`config.mk`:
```
export PLATFORM = sky130hd
export DESIGN_NAME = des_subkey_gen_dec
export DESIGN_NICKNAME = d
export VERILOG_FILES = /design/src/rtl/des_subkey_gen_dec.sv
export SDC_FILE = /design/constraint.sdc
export NUM_CORES = 1
export LEC_CHECK = 0
export ABC_AREA = 1
export BUFFER_PORTS_ARGS = -buffer_cell sky130_fd_sc_hd__buf_2
export CAP_MARGIN = 20
export CORE_MARGIN = 8
export CORE_UTILIZATION = 48
export DETAILED_ROUTE_END_ITERATION = 10
export PLACE_DENSITY = 0.78
export SLEW_MARGIN = 20
export SYNTH_ARGS = -nofsm -noshare
export SYNTH_HDL_FRONTEND = slang
export SYNTH_SLANG_ARGS = --single-unit
```
`constraint.sdc`:
```
create_clock -name clk -period 1.75 [get_ports clk]
set_input_delay 0.175 -clock clk [delete_from_list [all_inputs] [get_ports clk]]
set_output_delay 0.175 -clock clk [all_outputs]
set_load 0.01 [all_outputs]
```
`src/rtl/des_subkey_gen_dec.sv`:
```
// rtl/des_subkey_gen_dec.sv - DES key schedule producing round subkeys in decrypt order
//
// Purpose:
//    Loads a 64-bit DES key, applies PC-1 into a 56-bit C/D register and
//    streams the 16 round subkeys (PC-2 of C/D) over a valid/ready
//    handshake. The default order is decrypt, K16 down to K1.
//
// Ports:
//    clk           in   1   system clock, rising edge
//    rst           in   1   asynchronous active-high reset
//    start         in   1   load key and begin a sequence (sampled in IDLE only)
//    key           in  64   DES key, FIPS bit 1 = key[63], parity bits ignored
//    mode          in   1   (DES_KSCHED_BIDIR_EN only) 1 = decrypt order, 0 = encrypt order
//    subkey        out 48   PC-2 of the current C/D register, FIPS bit 1 = subkey[47]
//    subkey_valid  out  1   subkey/round_idx are valid
//    subkey_ready  in   1   consumer accepts the subkey
//    round_idx     out  4   round number minus 1 of the presented subkey
//    busy          out  1   state is not IDLE
//    done          out  1   one-cycle pulse after the final transfer
//
// Configuration macro: DES_KSCHED_BIDIR_EN adds the mode port and encrypt order.

module des_subkey_gen_dec (
   input  logic        clk,
   input  logic        rst,
   input  logic        start,
   input  logic [63:0] key,
`ifdef DES_KSCHED_BIDIR_EN
   input  logic        mode,
`endif
   output logic [47:0] subkey,
   output logic        subkey_valid,
   input  logic        subkey_ready,
   output logic [3:0]  round_idx,
   output logic        busy,
   output logic        done
);

   typedef enum logic [1:0] {
      IDLE = 2'd0,
      EMIT = 2'd1,
      FIN  = 2'd2
   } state_t;

   // FIPS 46 PC-1, 1-based key bit numbers, first entry becomes C/D bit 1.
   localparam int PC1_TBL [56] = '{
      57, 49, 41, 33, 25, 17,  9,  1, 58, 50, 42, 34, 26, 18,
      10,  2, 59, 51, 43, 35, 27, 19, 11,  3, 60, 52, 44, 36,
      63, 55, 47, 39, 31, 23, 15,  7, 62, 54, 46, 38, 30, 22,
      14,  6, 61, 53, 45, 37, 29, 21, 13,  5, 28, 20, 12,  4
   };

   // FIPS 46 PC-2, 1-based C/D bit numbers, first entry becomes subkey bit 1.
   localparam int PC2_TBL [48] = '{
      14, 17, 11, 24,  1,  5,  3, 28, 15,  6, 21, 10,
      23, 19, 12,  4, 26,  8, 16,  7, 27, 20, 13,  2,
      41, 52, 31, 37, 47, 55, 30, 40, 51, 45, 33, 48,
      44, 49, 39, 56, 34, 53, 46, 42, 50, 36, 29, 32
   };

   // Bit i set means round i+1 shifts by two; rounds 1, 2, 9 and 16 shift by one.
   localparam logic [15:0] SHIFT2 = 16'h7EFC;

   function automatic logic [55:0] pc1(input logic [63:0] k);
      logic [55:0] r;
      r = '0;
      for (int i = 0; i < 56; i++) begin
         r = {r[54:0], k[6'(64 - PC1_TBL[i])]};
      end
      return r;
   endfunction

   function automatic logic [47:0] pc2(input logic [55:0] cd);
      logic [47:0] r;
      r = '0;
      for (int i = 0; i < 48; i++) begin
         r = {r[46:0], cd[6'(56 - PC2_TBL[i])]};
      end
      return r;
   endfunction

   // Rotates the C and D halves independently by one or two places.
   function automatic logic [55:0] rot(input logic [55:0] cd, input logic two, input logic left);
      logic [27:0] c;
      logic [27:0] d;
      c = cd[55:28];
      d = cd[27:0];
      if (left) begin
         c = two ? {c[25:0], c[27:26]} : {c[26:0], c[27]};
         d = two ? {d[25:0], d[27:26]} : {d[26:0], d[27]};
      end else begin
         c = two ? {c[1:0], c[27:2]} : {c[0], c[27:1]};
         d = two ? {d[1:0], d[27:2]} : {d[0], d[27:1]};
      end
      return {c, d};
   endfunction

   state_t      state_q, state_d;
   logic [55:0] cd_q, cd_d;
   logic [3:0]  round_q, round_d;
   logic        dec_q, dec_d;
   logic        xfer;
   logic        last_xfer;

   assign xfer = (state_q == EMIT) & subkey_ready;

   // Decrypt order ends on round index 0, encrypt order on 15.
   assign last_xfer = xfer & (dec_q ? (round_q == 4'd0) : (round_q == 4'd15));

   // ---------------- FSM: state register ----------------
   always_ff @(posedge clk or posedge rst) begin
      if (rst) begin
         state_q <= IDLE;
      end else begin
         state_q <= state_d;
      end
   end

   // ---------------- FSM: next-state logic ----------------
   always_comb begin
      state_d = state_q;
      case (state_q)
         IDLE:    if (start) state_d = EMIT;
         EMIT:    if (last_xfer) state_d = FIN;
         FIN:     state_d = IDLE;
         default: state_d = IDLE;
      endcase
   end

   // ---------------- FSM: outputs ----------------
   always_comb begin
      subkey_valid = (state_q == EMIT);
      busy         = (state_q != IDLE);
      done         = (state_q == FIN);
   end

   // ---------------- key schedule datapath ----------------
   always_comb begin
      cd_d    = cd_q;
      round_d = round_q;
      dec_d   = dec_q;
      if ((state_q == IDLE) && start) begin
`ifdef DES_KSCHED_BIDIR_EN
         dec_d = mode;
         if (mode) begin
            cd_d    = pc1(key);
            round_d = 4'd15;
         end else begin
            // Encrypt order presents K1 first, which needs C1/D1.
            cd_d    = rot(pc1(key), SHIFT2[0], 1'b1);
            round_d = 4'd0;
         end
`else
         dec_d   = 1'b1;
         // C16/D16 equals C0/D0, so K16 comes straight from PC-1.
         cd_d    = pc1(key);
         round_d = 4'd15;
`endif
      end else if (xfer && !last_xfer) begin
         if (dec_q) begin
            // Undo the left shift of round r+1 to step from K(r+1) to K(r).
            cd_d    = rot(cd_q, SHIFT2[round_q], 1'b0);
            round_d = round_q - 4'd1;
         end else begin
            // Apply the left shift of round r+2 to step from K(r+1) to K(r+2).
            cd_d    = rot(cd_q, SHIFT2[round_q + 4'd1], 1'b1);
            round_d = round_q + 4'd1;
         end
      end
   end

   always_ff @(posedge clk or posedge rst) begin
      if (rst) begin
         cd_q    <= '0;
         round_q <= '0;
         dec_q   <= 1'b1;
      end else begin
         cd_q    <= cd_d;
         round_q <= round_d;
         dec_q   <= dec_d;
      end
   end

   assign subkey    = pc2(cd_q);
   assign round_idx = round_q;

endmodule

```
==> results of run 1 <==
==> synthesized netlist by cell type (all sizes together) <==
library cell and number:
ha 4, clkbuf 3, conb 1, nand2 192
nor2 5, a21oi 1, inv 99, dfrtp 62
buf 78, nand3 170, o21ai 5, or2 1
==> logic make-up (layout without fill, tap and decap cells) <==
| family | after synthesis | in the layout | share of synthesized area (%) |
|---|---|---|---|
| adders and majority gates | 4 | 4 | 1.19 |
| other | 1 | 21 | 0.0895 |
| DFF | 62 | 62 | 37.0 |
| AOI/OAI and AO/OA | 6 | 6 | 0.716 |
| buffers and inverters | 180 | 198 | 22.2 |
| and+or+nand+nor | 368 | 369 | 38.8 |
==> registers in the layout, indices dropped and copies added (netlist names) <==
register,cells
state_q,2
cd_q,56
round_idx,4
==> where the power goes <==
| part | leakage [uW] | total [uW] | switching [uW] | internal (uW) |
|---|---|---|---|---|
| Sequential | 0.000782 | 2530 | 449 | 2080 |
| Clock | 0.000105 | 1380 | 604 | 777 |
| Combinational | 0.00187 | 5160 | 3250 | 1910 |
| Total | 0.00276 | 9070 | 4300 | 4770 |
==> worst register-to-register path, stage by stage (launching register included) <==
cell and delay, ns:
dfrtp_1 0.41, inv_2 0.09, ha_1 0.19, inv_1 0.05
nand2_1 0.11, nand3_4 0.18, buf_4 0.24, nand3_1 0.09
nand3_1 0.11, nand2_1 0.07
==> routing by layer <==
metal	routed length (microns)	vias up	share of wire, %
met5	0	-	0
met4	171	0	1.7
met3	893	18	8.7
met2	4870	145	47
met1	4340	1800	42
li1	-	1922	-
==> repair_timing <==
item / in CTS / in global routing
endpoints found under the hold margin: 62 / 0
resized for setup: 0 / 4
hold buffers: 1 / 0
endpoints found under the setup margin: 0 / 32
==> stage by stage <==
step / setup TNS, ns / util, %
after detailed placement: 0 / 50.9
after global placement: 0 / 50.9
after global routing: -0.00677 / 53.9
after floorplan: 0 / -
after CTS: 0 / 53.5
final: 0 / 53.9
==> path summary, 6_finish.rpt <==
kind,from,end,cells after the start
hold / removal,key[28],cd_q[28],5
setup / recovery,round_idx[0],cd_q[11],9
min in group asynchronous,rst,cd_q[24],4
hold reg to reg,cd_q[13],cd_q[13],2
setup reg to reg,round_idx[0],cd_q[11],9
max in group asynchronous,rst,state_q[0],4
==> cell type report <==
class,count,area share (%)
Multi-Input combinational cell,400,39.2
Sequential cell,62,33.5
Timing Repair Buffer,83,11.6
Inverter,99,8.03
Clock buffer,12,3.57
Tap cell,108,2.92
Clock inverter,4,1.16
==> flow_summary.html, run 1 <==
<table>
<tr><th>Metric</th><th>Value</th></tr>
<tr><th colspan="2">Setup path</th></tr>
<tr><td>Chain of cells forming the critical path</td><td>inv_2 &gt; ha_1 &gt; inv_1 &gt; nand2_1 &gt; nand3_4 &gt; buf_4 &gt; nand3_1 &gt; nand3_1 &gt; nand2_1</td></tr>
<tr><td>Bufs and invs on worst path</td><td>3</td></tr>
<tr><td>Worst-path cell with the longest stage delay</td><td>dfrtp_1</td></tr>
<tr><td>Highest fanout seen on the critical path</td><td>13</td></tr>
<tr><td>Arrival time at the worst endpoint</td><td>between 1.5 and 2 ns</td></tr>
<tr><td>Endpoint required time on the critical path</td><td>roughly 2.0 ns</td></tr>
<tr><td>Register-to-register path setup slack</td><td>0.13 ns</td></tr>
<tr><td>Setup crit start kind</td><td>flip-flop</td></tr>
<tr><td>Worst Path Class, Setup</td><td>flip-flop to flip-flop</td></tr>
<tr><td>Critical Path End Type</td><td>flip-flop</td></tr>
<tr><td>Stage delay of the slowest cell on the critical path</td><td>0.41 ns</td></tr>
<tr><td>Critical path's top delay family</td><td>simple AND/OR/NAND/NOR gates</td></tr>
<tr><th colspan="2">Timing</th></tr>
<tr><td>Clock tree skew after final layout</td><td>0.0154 ns</td></tr>
<tr><td>Count of final max-slew check failures</td><td>0</td></tr>
<tr><td>Part of the cycle the worst path needs</td><td>92.8%</td></tr>
<tr><td>Highest Clock Rate</td><td>615 MHz</td></tr>
<tr><td>Final number of hold-violating endpoints</td><td>0</td></tr>
<tr><td>Shortest period the worst path allows</td><td>1.62 ns</td></tr>
<tr><td>Final worst-path setup slack</td><td>0.125 ns</td></tr>
<tr><td>Count of final setup violators</td><td>0</td></tr>
<tr><td>Fin Hold WS</td><td>0.107 ns</td></tr>
<tr><th colspan="2">Logic synthesis</th></tr>
<tr><td>Synth Warn #</td><td>0</td></tr>
<tr><td>Post-Syn Instances</td><td>621</td></tr>
<tr><td>Synthesized area divided by synthesized cell count</td><td>6.75 sq um</td></tr>
<tr><td>Cell Area, Synth</td><td>0.00419 sq mm</td></tr>
<tr><td>Ranking of synthesized cells by area</td><td>dfrtp_1, nand3_1, nand2_1, buf_4, inv_1</td></tr>
<tr><td>Dominant cell type by area after synthesis</td><td>dfrtp_1</td></tr>
<tr><td>Synth cell types</td><td>20</td></tr>
<tr><td>Proportion of synthesized chip area in sequential cells</td><td>37.0%</td></tr>
<tr><td>Number of flip-flops and latches in the synthesized netlist</td><td>62</td></tr>
<tr><td>Area share of the leading cell type in the synthesized netlist</td><td>between 30% and 40%</td></tr>
<tr><th colspan="2">Die</th></tr>
<tr><td>Die ar.</td><td>0.0120 sq mm</td></tr>
<tr><td>Vert. Die Dim</td><td>109 microns</td></tr>
<tr><td>Boundary pin count</td><td>123</td></tr>
<tr><td>Overall die width</td><td>about 110 microns</td></tr>
<tr><td>Placeable Area</td><td>0.00859 sq mm</td></tr>
<tr><td>Initial core utilization</td><td>48.8%</td></tr>
<tr><td>Row cnt</td><td>34</td></tr>
<tr><th colspan="2">Route</th></tr>
<tr><td>Final routed wire length divided by cell count</td><td>between 10 and 15 microns</td></tr>
<tr><td>Via count</td><td>between 3,000 and 4,000</td></tr>
<tr><td>Total wire length after detailed routing</td><td>10,300 microns</td></tr>
<tr><td>Detailed router's first-iteration violation count</td><td>352</td></tr>
<tr><td>Final routed DRC violation total</td><td>0</td></tr>
<tr><td>Avg Vias per Cell</td><td>5.06</td></tr>
<tr><td>Number of nets still failing antenna checks after routing</td><td>0</td></tr>
<tr><td>Pre-antenna DRT Iters</td><td>4</td></tr>
<tr><th colspan="2">Final layout</th></tr>
<tr><td>Proportion of layout cells with a drive suffix above 1</td><td>17.6%</td></tr>
<tr><td>Final design area excluding fillers</td><td>roughly 0.0046 sq mm</td></tr>
<tr><td>Synth-to-layout area growth</td><td>10.4%</td></tr>
<tr><td>Fillcell total</td><td>841</td></tr>
<tr><td>Layout net count</td><td>727</td></tr>
<tr><td>Area used by multi-input combinational logic</td><td>0.00181 sq mm</td></tr>
<tr><td>Post-route non-filler standard cell count</td><td>768</td></tr>
<tr><td>Most common library cell in the layout ignoring fill and taps</td><td>nand2_1</td></tr>
<tr><td>Storage cell area</td><td>0.00155 sq mm</td></tr>
<tr><td>Antenna diodes</td><td>0</td></tr>
<tr><td>Commonest cells after routing, fill and taps aside</td><td>nand2_1, nand3_1, inv_1</td></tr>
<tr><th colspan="2">Placed design</th></tr>
<tr><td>Post-detailed-placement cell area</td><td>0.00437 sq mm</td></tr>
<tr><td>Count of placed standard cells including taps</td><td>750</td></tr>
<tr><td>Gp weighted congestion</td><td>0.820</td></tr>
<tr><td>Count of buffers from port buffering</td><td>between 60 and 70</td></tr>
<tr><td>Post-Place Setup Slack</td><td>between 0.06 and 0.07 ns</td></tr>
<tr><td>Detailed placement HPWL</td><td>approximately 6900 microns</td></tr>
<tr><th colspan="2">Global routing</th></tr>
<tr><td>Met2 Usage GRT</td><td>roughly 28%</td></tr>
<tr><td>Layer carrying the most global-route usage</td><td>met2</td></tr>
<tr><td>Via count of the first global-routing pass</td><td>3,618</td></tr>
<tr><td>Pin count of the biggest net entering global routing</td><td>63</td></tr>
<tr><td>Met1 usage in global routing</td><td>21.4%</td></tr>
<tr><td>Global-route congestion overflow total</td><td>0</td></tr>
<tr><td>Met3 Track Usage GR</td><td>4.10%</td></tr>
<tr><td>Wire length of the first global-routing pass</td><td>16,600 microns</td></tr>
<tr><td>GRT Total Usage</td><td>17.1%</td></tr>
<tr><td>Initial antenna violation count</td><td>0</td></tr>
<tr><th colspan="2">CTS</th></tr>
<tr><td>Post-CTS repair timing setup buffer count</td><td>0</td></tr>
<tr><td>Clock sinks</td><td>62</td></tr>
<tr><td>H-Tree Depth</td><td>3</td></tr>
<tr><td>Source-to-sink clock delay at the later pin of the worst-skew pair</td><td>0.35 ns</td></tr>
<tr><td>Clock-pin slew on the worst setup and hold paths</td><td>0.08 ns</td></tr>
<tr><td>Root Driver</td><td>clkbuf_8</td></tr>
<tr><td>TritonCTS clock tree</td><td>yes</td></tr>
<tr><td>Clock buffers created by TritonCTS</td><td>9</td></tr>
<tr><td>Clock tree buffer depth</td><td>2</td></tr>
<tr><th colspan="2">Status</th></tr>
<tr><td>Status</td><td>complete, no violations</td></tr>
<tr><th colspan="2">Pwr</th></tr>
<tr><td>Power per unit of standard cell area</td><td>1960 mW/mm^2</td></tr>
<tr><td>Static leakage</td><td>0.00276 uW</td></tr>
<tr><td>Max rail drop VDD</td><td>0.696 mV</td></tr>
<tr><td>Final Power</td><td>9070 uW</td></tr>
<tr><th colspan="2">Run</th></tr>
<tr><td>Max capacitance violation total</td><td>0</td></tr>
<tr><th colspan="2">Min path</th></tr>
<tr><td>Class of the most critical hold timing path</td><td>input port to flip-flop</td></tr>
</table>
Power figures use the tool's default switching activity.
==> inputs of run 2 (changes only) <==
--- a/config.mk
+++ b/config.mk
@@ -11,6 +11,7 @@
 export CORE_MARGIN = 8
 export CORE_UTILIZATION = 48
 export DETAILED_ROUTE_END_ITERATION = 10
+export MAX_ROUTING_LAYER = met4
 export PLACE_DENSITY = 0.78
 export SLEW_MARGIN = 20
 export SYNTH_ARGS = -nofsm -noshare
==> run 2 against run 1 <==
- first-iteration DRC count fell by 1.4%
- critical path depth did not move
- non-clock buffer count did not move
- via count fell by 0.51%
- sequential power barely moved
- final cell count did not move
- routed wire length fell by 0.30%
- clock skew barely moved
- sequential share of layout area did not move
- utilization did not move
- die area did not move
- critical path type unchanged
- critical endpoint unchanged
- largest cell class unchanged
- largest power group unchanged
==> flow_summary.html, run 2 (same netlist as run 1, synthesis figures left out) <==
<table>
<tr><th>Metric</th><th>Value</th></tr>
<tr><th colspan="2">Final layout</th></tr>
<tr><td>Final design area excluding fillers</td><td>0.00463 sq mm (unchanged)</td></tr>
<tr><td>Number of flip-flops under the largest register name</td><td>56 (unchanged)</td></tr>
<tr><td>Synth-to-layout area growth</td><td>10.4% (unchanged)</td></tr>
<tr><td>Most common library cell in the layout ignoring fill and taps</td><td>nand2_1</td></tr>
<tr><td>Post-route non-filler standard cell count</td><td>768 (unchanged)</td></tr>
<tr><td>Commonest cells after routing, fill and taps aside</td><td>nand2_1, nand3_1, inv_1</td></tr>
<tr><td>Antenna diodes</td><td>0 (unchanged)</td></tr>
<tr><td>Layout net count</td><td>727 (unchanged)</td></tr>
<tr><td>Final core utilization</td><td>53.9% (unchanged)</td></tr>
<tr><td>Proportion of layout cells with a drive suffix above 1</td><td>17.6% (unchanged)</td></tr>
<tr><td>Register ranked first by flip-flop count</td><td>cd_q</td></tr>
<tr><td>Fillcell total</td><td>841 (unchanged)</td></tr>
<tr><th colspan="2">Route</th></tr>
<tr><td>Number of nets still failing antenna checks after routing</td><td>0 (unchanged)</td></tr>
<tr><td>Detailed router's first-iteration violation count</td><td>347 (-1.4%)</td></tr>
<tr><td>Total wire length after detailed routing</td><td>10,200 microns (-0.30%)</td></tr>
<tr><td>Avg Vias per Cell</td><td>5.03 (-0.51%)</td></tr>
<tr><td>Final routed wire length divided by cell count</td><td>13.3 microns (-0.30%)</td></tr>
<tr><td>Pre-antenna DRT Iters</td><td>5 (+1)</td></tr>
<tr><td>Via count</td><td>3,865 (-0.51%)</td></tr>
<tr><td>Final routed DRC violation total</td><td>0 (unchanged)</td></tr>
<tr><th colspan="2">Timing</th></tr>
<tr><td>Fin Hold WS</td><td>0.110 ns (+0.00256 ns)</td></tr>
<tr><td>Highest Clock Rate</td><td>616 MHz (+0.12%)</td></tr>
<tr><td>Count of final setup violators</td><td>0 (unchanged)</td></tr>
<tr><td>Count of final max-slew check failures</td><td>0 (unchanged)</td></tr>
<tr><td>Part of the cycle the worst path needs</td><td>92.7% (-0.11 points)</td></tr>
<tr><td>Sum of negative setup slack</td><td>0 ns (unchanged)</td></tr>
<tr><td>Final number of hold-violating endpoints</td><td>0 (unchanged)</td></tr>
<tr><td>Shortest period the worst path allows</td><td>1.62 ns (-0.00194 ns)</td></tr>
<tr><td>Clock tree skew after final layout</td><td>0.0156 ns (+0.000233 ns)</td></tr>
<tr><th colspan="2">Pwr</th></tr>
<tr><td>Portion of total power attributed to combinational logic</td><td>56.8% (about the same)</td></tr>
<tr><td>Internal power summed over all cells</td><td>4770 uW (about the same)</td></tr>
<tr><td>Part of the total power dissipated in the clock network</td><td>15.2% (about the same)</td></tr>
<tr><td>Max rail drop VDD</td><td>0.698 mV (+0.21%)</td></tr>
<tr><td>Sequential fraction of design power</td><td>27.9% (about the same)</td></tr>
<tr><td>Switching power of the nets</td><td>4280 uW (-0.34%)</td></tr>
<tr><td>Static leakage</td><td>0.00276 uW (unchanged)</td></tr>
<tr><td>Switching share of total power</td><td>47.3% (-0.086 points)</td></tr>
<tr><td>Power per unit of standard cell area</td><td>1960 mW/mm^2 (-0.16%)</td></tr>
<tr><th colspan="2">Setup path</th></tr>
<tr><td>Endpoint required time on the critical path</td><td>1.98 ns (about the same)</td></tr>
<tr><td>Worst-path cell with the longest stage delay</td><td>dfrtp_1</td></tr>
<tr><td>Worst Path Class, Setup</td><td>flip-flop to flip-flop</td></tr>
<tr><td>Bufs and invs on worst path</td><td>3 (unchanged)</td></tr>
<tr><td>Chain of cells forming the critical path</td><td>inv_2 &gt; ha_1 &gt; inv_1 &gt; nand2_1 &gt; nand3_4 &gt; buf_4 &gt; nand3_1 &gt; nand3_1 &gt; nand2_1</td></tr>
<tr><td>Register-to-register path setup slack</td><td>0.13 ns (about the same)</td></tr>
<tr><td>Stage delay of the slowest cell on the critical path</td><td>0.40 ns (about the same)</td></tr>
<tr><td>Startpoint of the lowest-slack register-to-register path</td><td>round_idx[0]</td></tr>
<tr><td>Highest fanout seen on the critical path</td><td>13 (unchanged)</td></tr>
<tr><td>Critical path's top delay family</td><td>simple AND/OR/NAND/NOR gates</td></tr>
<tr><td>Arrival time at the worst endpoint</td><td>1.85 ns (about the same)</td></tr>
<tr><td>Reg2reg path depth</td><td>9 (unchanged)</td></tr>
<tr><td>Critical Path End Type</td><td>flip-flop</td></tr>
<tr><td>Setup crit start kind</td><td>flip-flop</td></tr>
<tr><td>Destination of the worst register-to-register timing path</td><td>cd_q[11]</td></tr>
<tr><th colspan="2">Global routing</th></tr>
<tr><td>Initial antenna violation count</td><td>0 (unchanged)</td></tr>
<tr><td>Wire length of the first global-routing pass</td><td>16,600 microns (+0.13%)</td></tr>
<tr><td>Pin count of the biggest net entering global routing</td><td>63 (unchanged)</td></tr>
<tr><td>GRT Total Usage</td><td>17.7% (+0.53 points)</td></tr>
<tr><td>Global-route congestion overflow total</td><td>0 (unchanged)</td></tr>
<tr><td>Via count of the first global-routing pass</td><td>3,612 (-0.17%)</td></tr>
<tr><th colspan="2">CTS</th></tr>
<tr><td>Clock buffers created by TritonCTS</td><td>9 (unchanged)</td></tr>
<tr><td>Root Driver</td><td>clkbuf_8</td></tr>
<tr><td>TritonCTS clock tree</td><td>yes</td></tr>
<tr><td>Source-to-sink clock delay at the later pin of the worst-skew pair</td><td>0.34 ns (about the same)</td></tr>
<tr><td>Clock sinks</td><td>62 (unchanged)</td></tr>
<tr><td>Clock tree buffer depth</td><td>2 (unchanged)</td></tr>
<tr><td>Clock-pin slew on the worst setup and hold paths</td><td>0.08 ns (about the same)</td></tr>
<tr><td>H-Tree Depth</td><td>3 (unchanged)</td></tr>
<tr><th colspan="2">Die</th></tr>
<tr><td>Row cnt</td><td>34 (unchanged)</td></tr>
<tr><td>Vert. Die Dim</td><td>109 microns (unchanged)</td></tr>
<tr><td>Placeable Area</td><td>0.00859 sq mm (unchanged)</td></tr>
<tr><td>Die ar.</td><td>0.0120 sq mm (unchanged)</td></tr>
<tr><td>Overall die width</td><td>109 microns (unchanged)</td></tr>
<tr><td>Boundary pin count</td><td>123 (unchanged)</td></tr>
<tr><td>Initial core utilization</td><td>48.8% (unchanged)</td></tr>
<tr><th colspan="2">Placed design</th></tr>
<tr><td>Count of buffers from port buffering</td><td>65 (unchanged)</td></tr>
<tr><td>Post-detailed-placement cell area</td><td>0.00437 sq mm (unchanged)</td></tr>
<tr><td>Count of placed standard cells including taps</td><td>750 (unchanged)</td></tr>
<tr><td>Detailed placement HPWL</td><td>6900 microns (unchanged)</td></tr>
<tr><td>Gp weighted congestion</td><td>0.832 (+1.5%)</td></tr>
<tr><th colspan="2">Min path</th></tr>
<tr><td>Hold Path Depth</td><td>5 (unchanged)</td></tr>
<tr><td>Class of the most critical hold timing path</td><td>input port to flip-flop</td></tr>
<tr><td>Hold worst-path end</td><td>cd_q[9]</td></tr>
<tr><td>Hold path startpoint</td><td>key[19]</td></tr>
<tr><th colspan="2">Status</th></tr>
<tr><td>Status</td><td>complete, no violations</td></tr>
<tr><th colspan="2">Run</th></tr>
<tr><td>Max capacitance violation total</td><td>0 (unchanged)</td></tr>
</table>
[run 2: cell type report]
| class | instances | area, sq um | share of cell area (%) |
|---|---|---|---|
| timing repair buffer | 83 | 538 | 11.6 |
| sequential | 62 | 1550 | 33.5 |
| inverter | 99 | 372 | 8.03 |
| clock buffer | 12 | 165 | 3.57 |
| multi-input combinational | 400 | 1810 | 39.2 |
| tap | 108 | 135 | 2.92 |
| clock inverter | 4 | 53.8 | 1.16 |
[run 2: layer usage]
| metal | global-route usage, % | wire (microns) | vias to the layer above |
|---|---|---|---|
| met1 | 21.7 | 4290 | 1773 |
| met4 | 5.69 | 149 | 0 |
| met2 | 28.4 | 4900 | 157 |
| met3 | 3.75 | 896 | 14 |
| met5 | - | 0 | - |
| li1 | - | - | 1921 |
[run 2: how the worst max path moves through the flow]
stage,slack [ns],cells past startpoint,endpoint,start
after floorplan,0.03,1,cd_q[0],rst
after global placement,0.11,9,cd_q[13],round_idx[0]
after detailed placement,0.06,9,cd_q[50],round_idx[0]
after CTS,0.006,9,cd_q[50],round_idx[0]
after global routing,-0.006,9,cd_q[0],round_idx[0]
final,0.13,9,cd_q[11],round_idx[0]
[run 2: tightest hold or removal path, stage by stage]
cell and delay, ns:
buf_2 0.08, nand2_1 0.04, nand2_1 0.05, inv_1 0.03, nand2_1 0.05
[run 2: power by group through the flow]
stage | clock network, uW | logic, uW | registers, uW
after global placement | 0 | 4870 | 2530
final | 1380 | 5150 | 2530
after global routing | 1460 | 5880 | 2620
after floorplan | 0 | 4170 | 2450
after CTS | 1410 | 5060 | 2520
after detailed placement | 0 | 5030 | 2550
[run 2: metrics by stage]
stage,power (uW),worst slack (ns)
after floorplan,6620,0.0336
after global placement,7400,0.109
after detailed placement,7570,0.0639
after CTS,8990,0.00633
after global routing,9970,-0.00649
final,9060,0.127
[run 2: what timing repair did]
item / in CTS / in global routing
resized for setup: 0 / 4
hold buffers: 1 / 0
endpoints found under the setup margin: 0 / 32
setup buffers: 0 / 0
endpoints found under the hold margin: 62 / 0
